[config.mk]
export PLATFORM = sky130hd
export DESIGN_NAME = bus_port_rx_flat
export DESIGN_NICKNAME = d
export VERILOG_FILES = /design/src/rtl/bus_rx_pkg.sv /design/src/rtl/bus_port_rx_if.sv /design/src/rtl/bus_port_rx_port_fifo.sv /design/src/rtl/bus_port_rx.sv /design/src/flat_wrapper.sv
export SDC_FILE = /design/constraint.sdc
export NUM_CORES = 1
export LEC_CHECK = 0
export ABC_AREA = 1
export CAP_MARGIN = 10
export CORE_MARGIN = 3
export CORE_UTILIZATION = 35
export CTS_CLUSTER_DIAMETER = 60
export DETAILED_ROUTE_END_ITERATION = 10
export PLACE_DENSITY_LB_ADDON = 0.25
export RECOVER_POWER = 50
export SLEW_MARGIN = 25
export SYNTH_ARGS = -nofsm -noshare
export SYNTH_HDL_FRONTEND = slang
export SYNTH_SLANG_ARGS = --single-unit
[constraint.sdc]
create_clock -name clk -period 11.3 [get_ports clk]
set_input_delay 2.26 -clock clk [delete_from_list [all_inputs] [get_ports clk]]
set_output_delay 2.26 -clock clk [all_outputs]
set_load 0.005 [all_outputs]
[src/rtl/bus_rx_pkg.sv]
// Shared types and constants for the bus receive port.
// Both the bus initiator side and the receive block import these.
package bus_rx_pkg;
  localparam int NPORTS = 8;
  localparam int PORT_W = 3;
  localparam int DATA_W = 32;

  typedef logic [PORT_W-1:0] port_t;
  typedef logic [DATA_W-1:0] data_t;

  // Add one, but stick at all-ones instead of wrapping to zero.
  function automatic logic [15:0] sat_inc16(input logic [15:0] v);
    return (v == 16'hFFFF) ? v : v + 16'd1;
  endfunction
endpackage

[src/rtl/bus_port_rx_if.sv]
// Bus initiator -> receive block signal group.
// There is no ready signal: the initiator never stalls.
interface bus_port_rx_if;
  import bus_rx_pkg::*;

  data_t data;
  port_t port;
  logic  valid;

  modport master (output data, port, valid);
  modport slave  (input  data, port, valid);
endinterface

[src/rtl/bus_port_rx_port_fifo.sv]
// Single-clock FIFO for one destination port.
// Pointers wrap naturally because DEPTH is a power of two.
// The occupancy counter is one bit wider than the pointers,
// so it can tell full apart from empty.
module port_fifo
  import bus_rx_pkg::*;
#(
  parameter int DEPTH = 4
) (
  input  logic  clk,
  input  logic  rst,
  input  logic  push,
  input  logic  pop,
  input  data_t din,
  output data_t dout,
  output logic  empty,
  output logic  full
);
  localparam int AW = (DEPTH > 1) ? $clog2(DEPTH) : 1;
  localparam int CW = AW + 1;

  data_t           mem [DEPTH];
  logic [AW-1:0]   wr_ptr_reg;
  logic [AW-1:0]   rd_ptr_reg;
  logic [CW-1:0]   count_reg;
  logic            push_ok;
  logic            pop_ok;

  // Guard against caller mistakes: never overrun or underrun the array.
  assign push_ok = push && !full;
  assign pop_ok  = pop && !empty;

  // Storage is left unreset; the pointers alone decide what is valid.
  always_ff @(posedge clk) begin
    if (push_ok) mem[wr_ptr_reg] <= din;
  end

  // Pointer and occupancy bookkeeping.
  always_ff @(posedge clk or posedge rst) begin
    if (rst) begin
      wr_ptr_reg <= '0;
      rd_ptr_reg <= '0;
      count_reg  <= '0;
    end else begin
      if (push_ok) wr_ptr_reg <= wr_ptr_reg + 1'b1;
      if (pop_ok)  rd_ptr_reg <= rd_ptr_reg + 1'b1;
      case ({push_ok, pop_ok})
        2'b10:   count_reg <= count_reg + 1'b1;
        2'b01:   count_reg <= count_reg - 1'b1;
        default: count_reg <= count_reg;
      endcase
    end
  end

  // The head word is read straight from the array.
  // The top level registers it when the pop happens.
  assign dout  = mem[rd_ptr_reg];
  assign empty = (count_reg == '0);
  assign full  = (count_reg == CW'(DEPTH));
endmodule

[src/rtl/bus_port_rx.sv]
// Bus receive block.
// Incoming words are demultiplexed into eight per-port FIFOs.
// One port at a time is popped, and the result appears one cycle later.
// All flags come from registered FIFO state. A write and a pop on the same
// port in the same cycle are therefore judged against the pre-edge
// occupancy of that port.
module bus_port_rx
  import bus_rx_pkg::*;
#(
  parameter int DEPTH = 4
) (
  input  logic               clk,
  input  logic               rst,
  bus_port_rx_if.slave       bus,
  input  port_t              rd_port,
  input  logic               rd_en,
  output data_t              rd_data,
  output logic               rd_valid,
  output logic [NPORTS-1:0]  empty,
  output logic [NPORTS-1:0]  full,
  output logic [15:0]        drop_cnt,
  output logic [31:0]        rx_cnt
);
  logic [NPORTS-1:0] push;
  logic [NPORTS-1:0] pop;
  data_t             head [NPORTS];

  data_t             rd_data_reg,  rd_data_next;
  logic              rd_valid_reg, rd_valid_next;
  logic [15:0]       drop_cnt_reg, drop_cnt_next;
  logic [31:0]       rx_cnt_reg,   rx_cnt_next;

  logic              accept;
  logic              drop;
  logic              pop_hit;

  // Write demux: each FIFO sees only words addressed to it.
  // Read select: only the chosen port is popped.
  generate
    for (genvar gi = 0; gi < NPORTS; gi++) begin : g_port
      assign push[gi] = bus.valid && (bus.port == port_t'(gi)) && !full[gi];
      assign pop[gi]  = rd_en && (rd_port == port_t'(gi)) && !empty[gi];

      port_fifo #(.DEPTH(DEPTH)) u_fifo (
        .clk   (clk),
        .rst   (rst),
        .push  (push[gi]),
        .pop   (pop[gi]),
        .din   (bus.data),
        .dout  (head[gi]),
        .empty (empty[gi]),
        .full  (full[gi])
      );
    end
  endgenerate

  assign accept  = bus.valid && !full[bus.port];
  assign drop    = bus.valid &&  full[bus.port];
  assign pop_hit = rd_en && !empty[rd_port];

  // Next-state for the read result and the two counters.
  // rd_data holds its value when no pop succeeds.
  always_comb begin
    rd_valid_next = pop_hit;
    rd_data_next  = pop_hit ? head[rd_port] : rd_data_reg;
    rx_cnt_next   = accept ? rx_cnt_reg + 32'd1 : rx_cnt_reg;
    drop_cnt_next = drop ? sat_inc16(drop_cnt_reg) : drop_cnt_reg;
  end

  // Read result register and counters.
  always_ff @(posedge clk or posedge rst) begin
    if (rst) begin
      rd_data_reg  <= '0;
      rd_valid_reg <= 1'b0;
      drop_cnt_reg <= '0;
      rx_cnt_reg   <= '0;
    end else begin
      rd_data_reg  <= rd_data_next;
      rd_valid_reg <= rd_valid_next;
      drop_cnt_reg <= drop_cnt_next;
      rx_cnt_reg   <= rx_cnt_next;
    end
  end

  assign rd_data  = rd_data_reg;
  assign rd_valid = rd_valid_reg;
  assign drop_cnt = drop_cnt_reg;
  assign rx_cnt   = rx_cnt_reg;
endmodule

[src/flat_wrapper.sv]
// flat-port wrapper written by rule: the top's interface ports become plain ports
module bus_port_rx_flat import bus_rx_pkg::*;
#(
  parameter int DEPTH = 4
)
  (clk, rst, rd_port, rd_en, rd_data, rd_valid, empty, full, drop_cnt, rx_cnt, bus_data, bus_port, bus_valid);
  bus_port_rx_if bus_i ();
  input  logic clk;
  input  logic rst;
  input  port_t rd_port;
  input  logic rd_en;
  output data_t rd_data;
  output logic rd_valid;
  output logic [NPORTS-1:0] empty;
  output logic [NPORTS-1:0] full;
  output logic [15:0] drop_cnt;
  output logic [31:0] rx_cnt;
  input wire logic [$bits(bus_i.data)-1:0] bus_data;
  input wire logic [$bits(bus_i.port)-1:0] bus_port;
  input wire logic [$bits(bus_i.valid)-1:0] bus_valid;
  assign bus_i.data = bus_data;
  assign bus_i.port = bus_port;
  assign bus_i.valid = bus_valid;
  bus_port_rx #(.DEPTH(DEPTH)) u_core (.clk(clk), .rst(rst), .bus(bus_i), .rd_port(rd_port), .rd_en(rd_en), .rd_data(rd_data), .rd_valid(rd_valid), .empty(empty), .full(full), .drop_cnt(drop_cnt), .rx_cnt(rx_cnt));
endmodule
==> metrics.md, run 1 <==
| Metric | Value |
|---|---|
| Number of failing hold endpoints at the final stage | 0 |
| Area taken by flip-flops and latches | about 34000 um^2 |
| Initial core utilization | between 30% and 40% |
| Slew Limit Fails | 1283 |
| Final Cycle Share | 56.8% |
| Max-slew headroom | -157% |
| Number of nets in the synthesized netlist | 4476 |
| Violation count after the first detailed-route iteration | about 3.6k |
| Number of max-cap violations | 37 |
| Clock insertion delay at the later pin of the skew report | approximately 0.75 ns |
| X dimension of the die | around 380 um |
| Highest Clock Rate | between 150 and 200 MHz |
| Number of buffers on the longest clock path | 3 |
| CTS sink count | 1161 |
| CTS tree | built |
| Y dimension of the die | between 300 and 400 um |
| Min cycle time layout | around 6.4 ns |
| CTS Buf Count | 120 |
| Wire length of the first global-routing pass | ~210 mm |
| Post-synthesis sequential element count | 1161 |
| Total area of multi-input combinational cells | 12800 um^2 |
| Number of global-route vias before repair | around 30k |
| Fraction of the yosys area taken by sequential cells | 70.2% |
| Antenna Nets Post-Route | 0 |
| Synthesized area | about 49000 um^2 |
| Tot Pwr | 12.7 mW |
| IR drop worst, VDD | 0.154 mV |
| Wire length after detailed routing | about 150 mm |
| Status | finished, violations left |
| FP Rows | between 100 and 150 |
| Total die area | 144000 um^2 |
| Placed cell count | just over 6k |
| Setup skew after layout | around 0.073 ns |
| Lkg Pwr | 21.1 nW |
| Number of inserted filler cells in the final layout | around 13k |
| Total iterations of the first detailed-routing run | 6 |
| Hold Path Class | reg -> reg |
| Violations in the final reports | max-capacitance violations, max-slew violations |
| Post-CTS setup buffer count | 0 |
| Max Fanout on Critical Path | between 40 and 50 |
| Post-route setup slack | 4.89 ns |
| Mean post-synth cell area | approximately 11 um^2 |
| Core occupancy in the finished layout | between 40% and 50% |
| Data arrival time of the worst path | between 6 and 7 ns |
| Tightest Pin Transition | approximately 3.8 ns |
| Half-perimeter wire length after detailed placement | 88.6 mm |
| Pin count of the biggest net entering global routing | 74 |
| Number of setup violations in the final report | 0 |
| Core Region | ~140000 um^2 |
| Remaining Overflow, GRT | 0 |
| Global-route usage over all layers | between 20% and 30% |
| Cell at the root of the clock tree | clkbuf_16 |
| Number of warnings issued by yosys | 0 |
| Clock transition at the register clock pins on the worst setup and hold paths after CTS | about 0.05 ns |
| Nets@finish | around 4.6k |
| Wire length per cell after detailed routing | 23.2 um |
| CP startpoint kind | input pin |
| Number of flip-flops under the largest register name | around 1k |
| Number of instances in the synthesized netlist | around 4.4k |
| Post-detailed-route via-to-cell ratio | slightly above 5 |
| RSZ-0062 raised after global routing | no |
| Count of cell types in the netlist | 32 |
| Relative area change from synthesis to final layout | 16.1% |
| Critical Path RT | 11.60 ns |
| Pre-CTS WS | 5.46 ns |
| Fraction of layout instances using a drive strength above 1 | between 7 and 8% |
| I/O pin cnt | about 140 |
| Number of hold buffers added after cts | 0 |
| Count of buffers inserted at the top-level ports | around 140 |
| Routability cong. | roughly 0.85 |
| Gates resized, CTS repair | 0 |
| Final Non-Filler Cells | 6412 |
| Worst Setup Path Type | in -> reg |
| Top post-synthesis cells by area | edfxtp_1 (63%), nand2_1 (11%), nand3_1 (7.7%) |
| Clock H-tree levels | 3 |
| Area leader, netlist | edfxtp_1 |
| Antenna violations before repair | 7 |
| Sort of element at the end of the critical path | flop |
| Remaining design rule violation count | 0 |
| Top-area cell type share of the netlist area | 63.1% |
| Setup tns final | 0 ns |
| Via count | between 30k and 40k |
| Power per unit of standard cell area | 225 nW/um^2 |
[worst max-delay path: stages]
cell and delay [ns]:
buf_2 0.07, clkbuf_1 1.73, inv_1 0.11, nor2_1 0.85
nand3_1 0.68, nor2_4 0.97
[cell type report]
| type | instances | share of cell area, % |
|---|---|---|
| Tap cell | 1794 | 3.97 |
| Antenna cell | 3 | 0.0133 |
| Sequential cell | 1161 | 60.4 |
| Clock buffer | 161 | 5.81 |
| Clock inverter | 67 | 1.20 |
| Multi-Input combinational cell | 2753 | 22.5 |
| Timing Repair Buffer | 237 | 4.46 |
| Inverter | 236 | 1.57 |
[metrics by stage]
stage | hold WS, ns | area [um^2]
final | 0.502 | 56600
after global routing | 0.527 | 56600
after CTS | 0.507 | 56200
after detailed placement | 0.494 | 52200
after global placement | 0.491 | 52000
after floorplan | 0.468 | 48700
[cell families (layout without fill, tap and decap cells)]
| kind of cell | Yosys count | count (layout) | share of synthesized area [%] |
|---|---|---|---|
| XOR/XNOR | 58 | 58 | 1.04 |
| other | 0 | 3 | 0 |
| AND/OR/NAND/NOR | 2459 | 2459 | 21.3 |
| flip-flops | 1161 | 1161 | 70.2 |
| buffers and inverters | 470 | 701 | 4.15 |
| AO/OA/AOI/OAI | 186 | 186 | 1.95 |
| adder cells (fa/ha/maj) | 50 | 50 | 1.41 |
[report_power, final]
part | internal, mW | total [mW] | switching, mW
logic | 1.03 | 3.51 | 2.49
registers | 4.96 | 5.26 | 0.295
clock network | 2.24 | 3.94 | 1.71
total | 8.23 | 12.7 | 4.49
[per-layer routing]
layer	share of wire (%)	global-route usage, %
met2	44	30.9
met4	3.1	5.37
met3	8.4	3.54
met1	44	30.2
met5	0	0
[cells in the mapped netlist]
library cell,number
nor2_1,217
dfrtp_1,137
nand3b_1,17
nand2_4,1
inv_2,10
nor3_1,7
nand4_2,1
nor2_4,1
nand2_1,1440
nand2_2,3
o22ai_1,17
fa_1,8
nand3_1,745
edfxtp_1,1024
buf_2,111
buf_6,5
nand2_8,1
nor2_2,5
o21ai_0,59
buf_1,22
xor2_1,29
clkbuf_1,75
a21oi_1,106
xnor2_1,29
nand4_4,1
inv_1,222
nor3_2,2
ha_1,42
buf_4,21
o21ai_1,4
clkinv_1,4
nand4_1,18
[cells in the final DEF (no fill, tap or decap), types with 38 or more instances in the layout]
| cell | instances |
|---|---|
| inv_1 | 214 |
| dfrtp_1 | 129 |
| nor2_1 | 185 |
| clkbuf_16 | 120 |
| dlygate4sd3_1 | 38 |
| o21ai_0 | 59 |
| nand2_1 | 1440 |
| nand3_1 | 745 |
| clkbuf_1 | 64 |
| edfxtp_1 | 1024 |
| a21oi_1 | 106 |
| clkdlybuf4s50_1 | 96 |
| ha_1 | 42 |
[worst paths after layout]
check	startpoint	end	slack [ns]	cells after the start
min	u_core.g_port[6].u_fifo.count_reg[0]	u_core.g_port[6].u_fifo.count_reg[0]	0.50	1
max	bus_valid	u_core.g_port[1].u_fifo.mem[0][4]	4.89	6
min reg2reg	u_core.g_port[6].u_fifo.count_reg[0]	u_core.g_port[6].u_fifo.count_reg[0]	0.50	1
max in group asynchronous	rst	u_core.g_port[6].u_fifo.rd_ptr_reg[0]	5.90	3
max reg2reg	u_core.g_port[7].u_fifo.count_reg[0]	u_core.g_port[7].u_fifo.count_reg[2]	8.11	9
min in group asynchronous	rst	u_core.g_port[1].u_fifo.count_reg[1]	3.15	2
No activity file was read; power rests on OpenSTA's default activity.
==> run 2: changes to the inputs <==
Clock period 11.3 ns to 6.3 ns, I/O delays scaled along.
==> metrics.md, run 2 (same netlist as run 1, synthesis figures left out) <==
| Metric | Value |
|---|---|
| Number of failing hold endpoints at the final stage | 0 (unchanged) |
| Post-route setup slack | 1.40 ns (-3.48 ns) |
| Wire length of the first global-routing pass | 215 mm (+0.79%) |
| Count of cells along the worst hold path | 1 (unchanged) |
| Clock power share | 31.9% (+0.9 points) |
| Number of flip-flops under the largest register name | 1024 (unchanged) |
| Lkg Pwr | 21.1 nW (-0.19%) |
| Core occupancy in the finished layout | 41.0% (about the same) |
| Antenna violations before repair | 10 (+3) |
| Post-CTS setup buffer count | 0 (unchanged) |
| Data arrival time of the worst path | 5.54 ns (-1.17 ns) |
| Worst reg2reg path endpoint | u_core.g_port[7].u_fifo.count_reg[2] |
| CTS Buf Count | 132 (+10%) |
| Internal power of the cells | 14.9 mW (+82%) |
| Initial core utilization | 35.3% (unchanged) |
| Worst Setup SP | rd_port[1] |
| Highest Clock Rate | ~200 MHz |
| Number of max-cap violations | 36 (-2.7%) |
| Final hold slack | 0.512 ns (+0.00970 ns) |
| Critical Path RT | 6.95 ns (-4.65 ns) |
| FP Rows | 136 (unchanged) |
| Power per unit of standard cell area | 409 nW/um^2 (+82%) |
| Clock transition at the register clock pins on the worst setup and hold paths after CTS | 0.06 ns (about the same) |
| Global-route usage over all layers | 20.7% (+0.30 points) |
| Critical register-to-register path startpoint | u_core.g_port[7].u_fifo.count_reg[0] |
| Number of global-route vias before repair | 30.7k (+1.6%) |
| Leading cell type in the layout, fill and taps excluded | nand2_1 |
| Pre-CTS WS | 1.66 ns (-3.80 ns) |
| Tightest Pin Transition | 2.80 ns (-1.03 ns) |
| Count of buffers inserted at the top-level ports | 138 (unchanged) |
| Flop-to-flop setup slack | 3.14 ns (-4.97 ns) |
| Nets@finish | 4603 (+0.043%) |
| Gates resized, CTS repair | 0 (unchanged) |
| I/O pin cnt | 139 (unchanged) |
| Length in cells of the worst reg-to-reg path | 9 (unchanged) |
| IR drop worst, VDD | 0.262 mV (+70%) |
| Final Cycle Share | around 80% |
| Fraction of layout instances using a drive strength above 1 | 6.70% (-0.32 points) |
| Met3 Routed Length | 12.6 mm (+0.77%) |
| Combinational power share | 27.6% (about the same) |
| Worst Setup Path Type | in -> reg |
| Violation count after the first detailed-route iteration | 3719 (+3.9%) |
| Core Region | 138000 um^2 (unchanged) |
| Total iterations of the first detailed-routing run | 5 (-1) |
| Power dissipated by switching net loads | 8.20 mW (+83%) |
| Remaining Overflow, GRT | 0 (unchanged) |
| X dimension of the die | 379 um (unchanged) |
| Cell at the root of the clock tree | clkbuf_16 |
| Sort of element at the end of the critical path | flop |
| Highest metal layer with signal wires | met4 |
| Routability cong. | 0.873 (+2.5%) |
| Commonest non-fill, non-tap cells in the layout | nand2_1 (1440), edfxtp_1 (1024), nand3_1 (745) |
| Number of hold buffers added after cts | 0 (unchanged) |
| Placed cell count | 6153 (-0.097%) |
| Number of buffers on the longest clock path | 3 (unchanged) |
| Worst Min Path Start | u_core.g_port[6].u_fifo.count_reg[0] |
| Half-perimeter wire length after detailed placement | 91.5 mm (+3.2%) |
| RSZ-0062 raised after global routing | no |
| Via count | 32.9k (-0.25%) |
| Worst hold endpoint | u_core.g_port[6].u_fifo.count_reg[0] |
| Pin count of the biggest net entering global routing | 85 (+15%) |
| Max-slew headroom | -87.7% (+69 points) |
| Setup tns final | 0 ns (unchanged) |
| Status | finished, violations left |
| Slew Limit Fails | 1177 (-8.3%) |
| Post-route cell area | 56500 um^2 (about the same) |
| Post-detailed-route via-to-cell ratio | 5.13 (-0.25%) |
| Max Fanout on Critical Path | 23 (-51%) |
| Y dimension of the die | 379 um (unchanged) |
| CTS tree | built |
| Number of setup violations in the final report | 0 (unchanged) |
| Min cycle time layout | approximately 4.9 ns |
| Placed inst area | 52000 um^2 (-0.31%) |
| CTS sink count | 1161 (unchanged) |
| Wire length after detailed routing | 150 mm (+0.91%) |
| Violations in the final reports | max-capacitance violations, max-slew violations |
| Relative area change from synthesis to final layout | 16.0% (about the same) |
| Wire length per cell after detailed routing | 23.4 um (+0.91%) |
| CP startpoint kind | input pin |
| Wire length the detailed router placed on met1 | 66.9 mm (+1.7%) |
| Tot Pwr | 23.1 mW (+82%) |
| Met2 WL post-DR | 67.4 mm (+2.0%) |
| Sequential group share of total power | 40.5% (-0.8 points) |
| Antenna Nets Post-Route | 0 (unchanged) |
| Clock H-tree levels | 4 (+1) |
| Share of total power consumed by net switching | 35.4% (+0.12 points) |
| Total die area | 144000 um^2 (unchanged) |
| Clock insertion delay at the later pin of the skew report | 0.77 ns (+0.02 ns) |
| Remaining design rule violation count | 0 (unchanged) |
| Setup skew after layout | 0.0482 ns (-0.0251 ns) |
| Final Non-Filler Cells | 6412 (unchanged) |
| Hold Path Class | reg -> reg |
==> run 2: changes by cell type in the layout (fill, tap and decap cells not counted), sizes merged, moves of 3 or more <==
cell / change
clkbuf: +16
clkinv: -8
bufinv: -4
buf: -9
dlygate4sd3: -4
inv: +3
==> run 2: worst max path at each step <==
stage | endpoint
after floorplan | u_core.drop_cnt[0]
after global placement | u_core.g_port[1].u_fifo.mem[0][3]
after detailed placement | u_core.g_port[1].u_fifo.mem[0][12]
after CTS | empty[1]
after global routing | u_core.g_port[0].u_fifo.count_reg[2]
final | u_core.g_port[0].u_fifo.count_reg[2]
==> run 2: layer usage <==
metal,vias up,track usage [%]
met4,0,5.56
met3,163,3.85
met1,16300,30.4
met5,-,0
li1,15200,-
met2,1250,31.3
==> run 2: final cells by class <==
type | count | area (um^2)
antenna | 5 | 12.5
clock buffer | 176 | 3590
clock inverter | 60 | 566
fill | 13100 | 81300
inverter | 236 | 892
multi-input combinational | 2753 | 12800
sequential | 1161 | 34200
tap | 1794 | 2240
timing repair buffer | 227 | 2260
==> run 2: critical path: stages <==
cell           delay, ns
dlygate4sd3_1       0.58
nor2_1              1.19
clkbuf_1            1.08
nand3b_1            0.20
inv_1               0.15
ha_1                0.15
inv_1               0.07
fa_1                0.43
a21oi_1             0.14
o21ai_0             0.11
xnor2_1             0.13
==> run 2: power groups by stage <==
stage | Sequential [mW] | Combinational [mW] | Clock [mW]
after floorplan | 9.30 | 3.98 | 0
after global placement | 9.50 | 6.33 | 0
after detailed placement | 9.49 | 6.38 | 0
after CTS | 9.35 | 6.40 | 7.49
after global routing | 9.42 | 7.05 | 7.81
final | 9.38 | 6.38 | 7.38
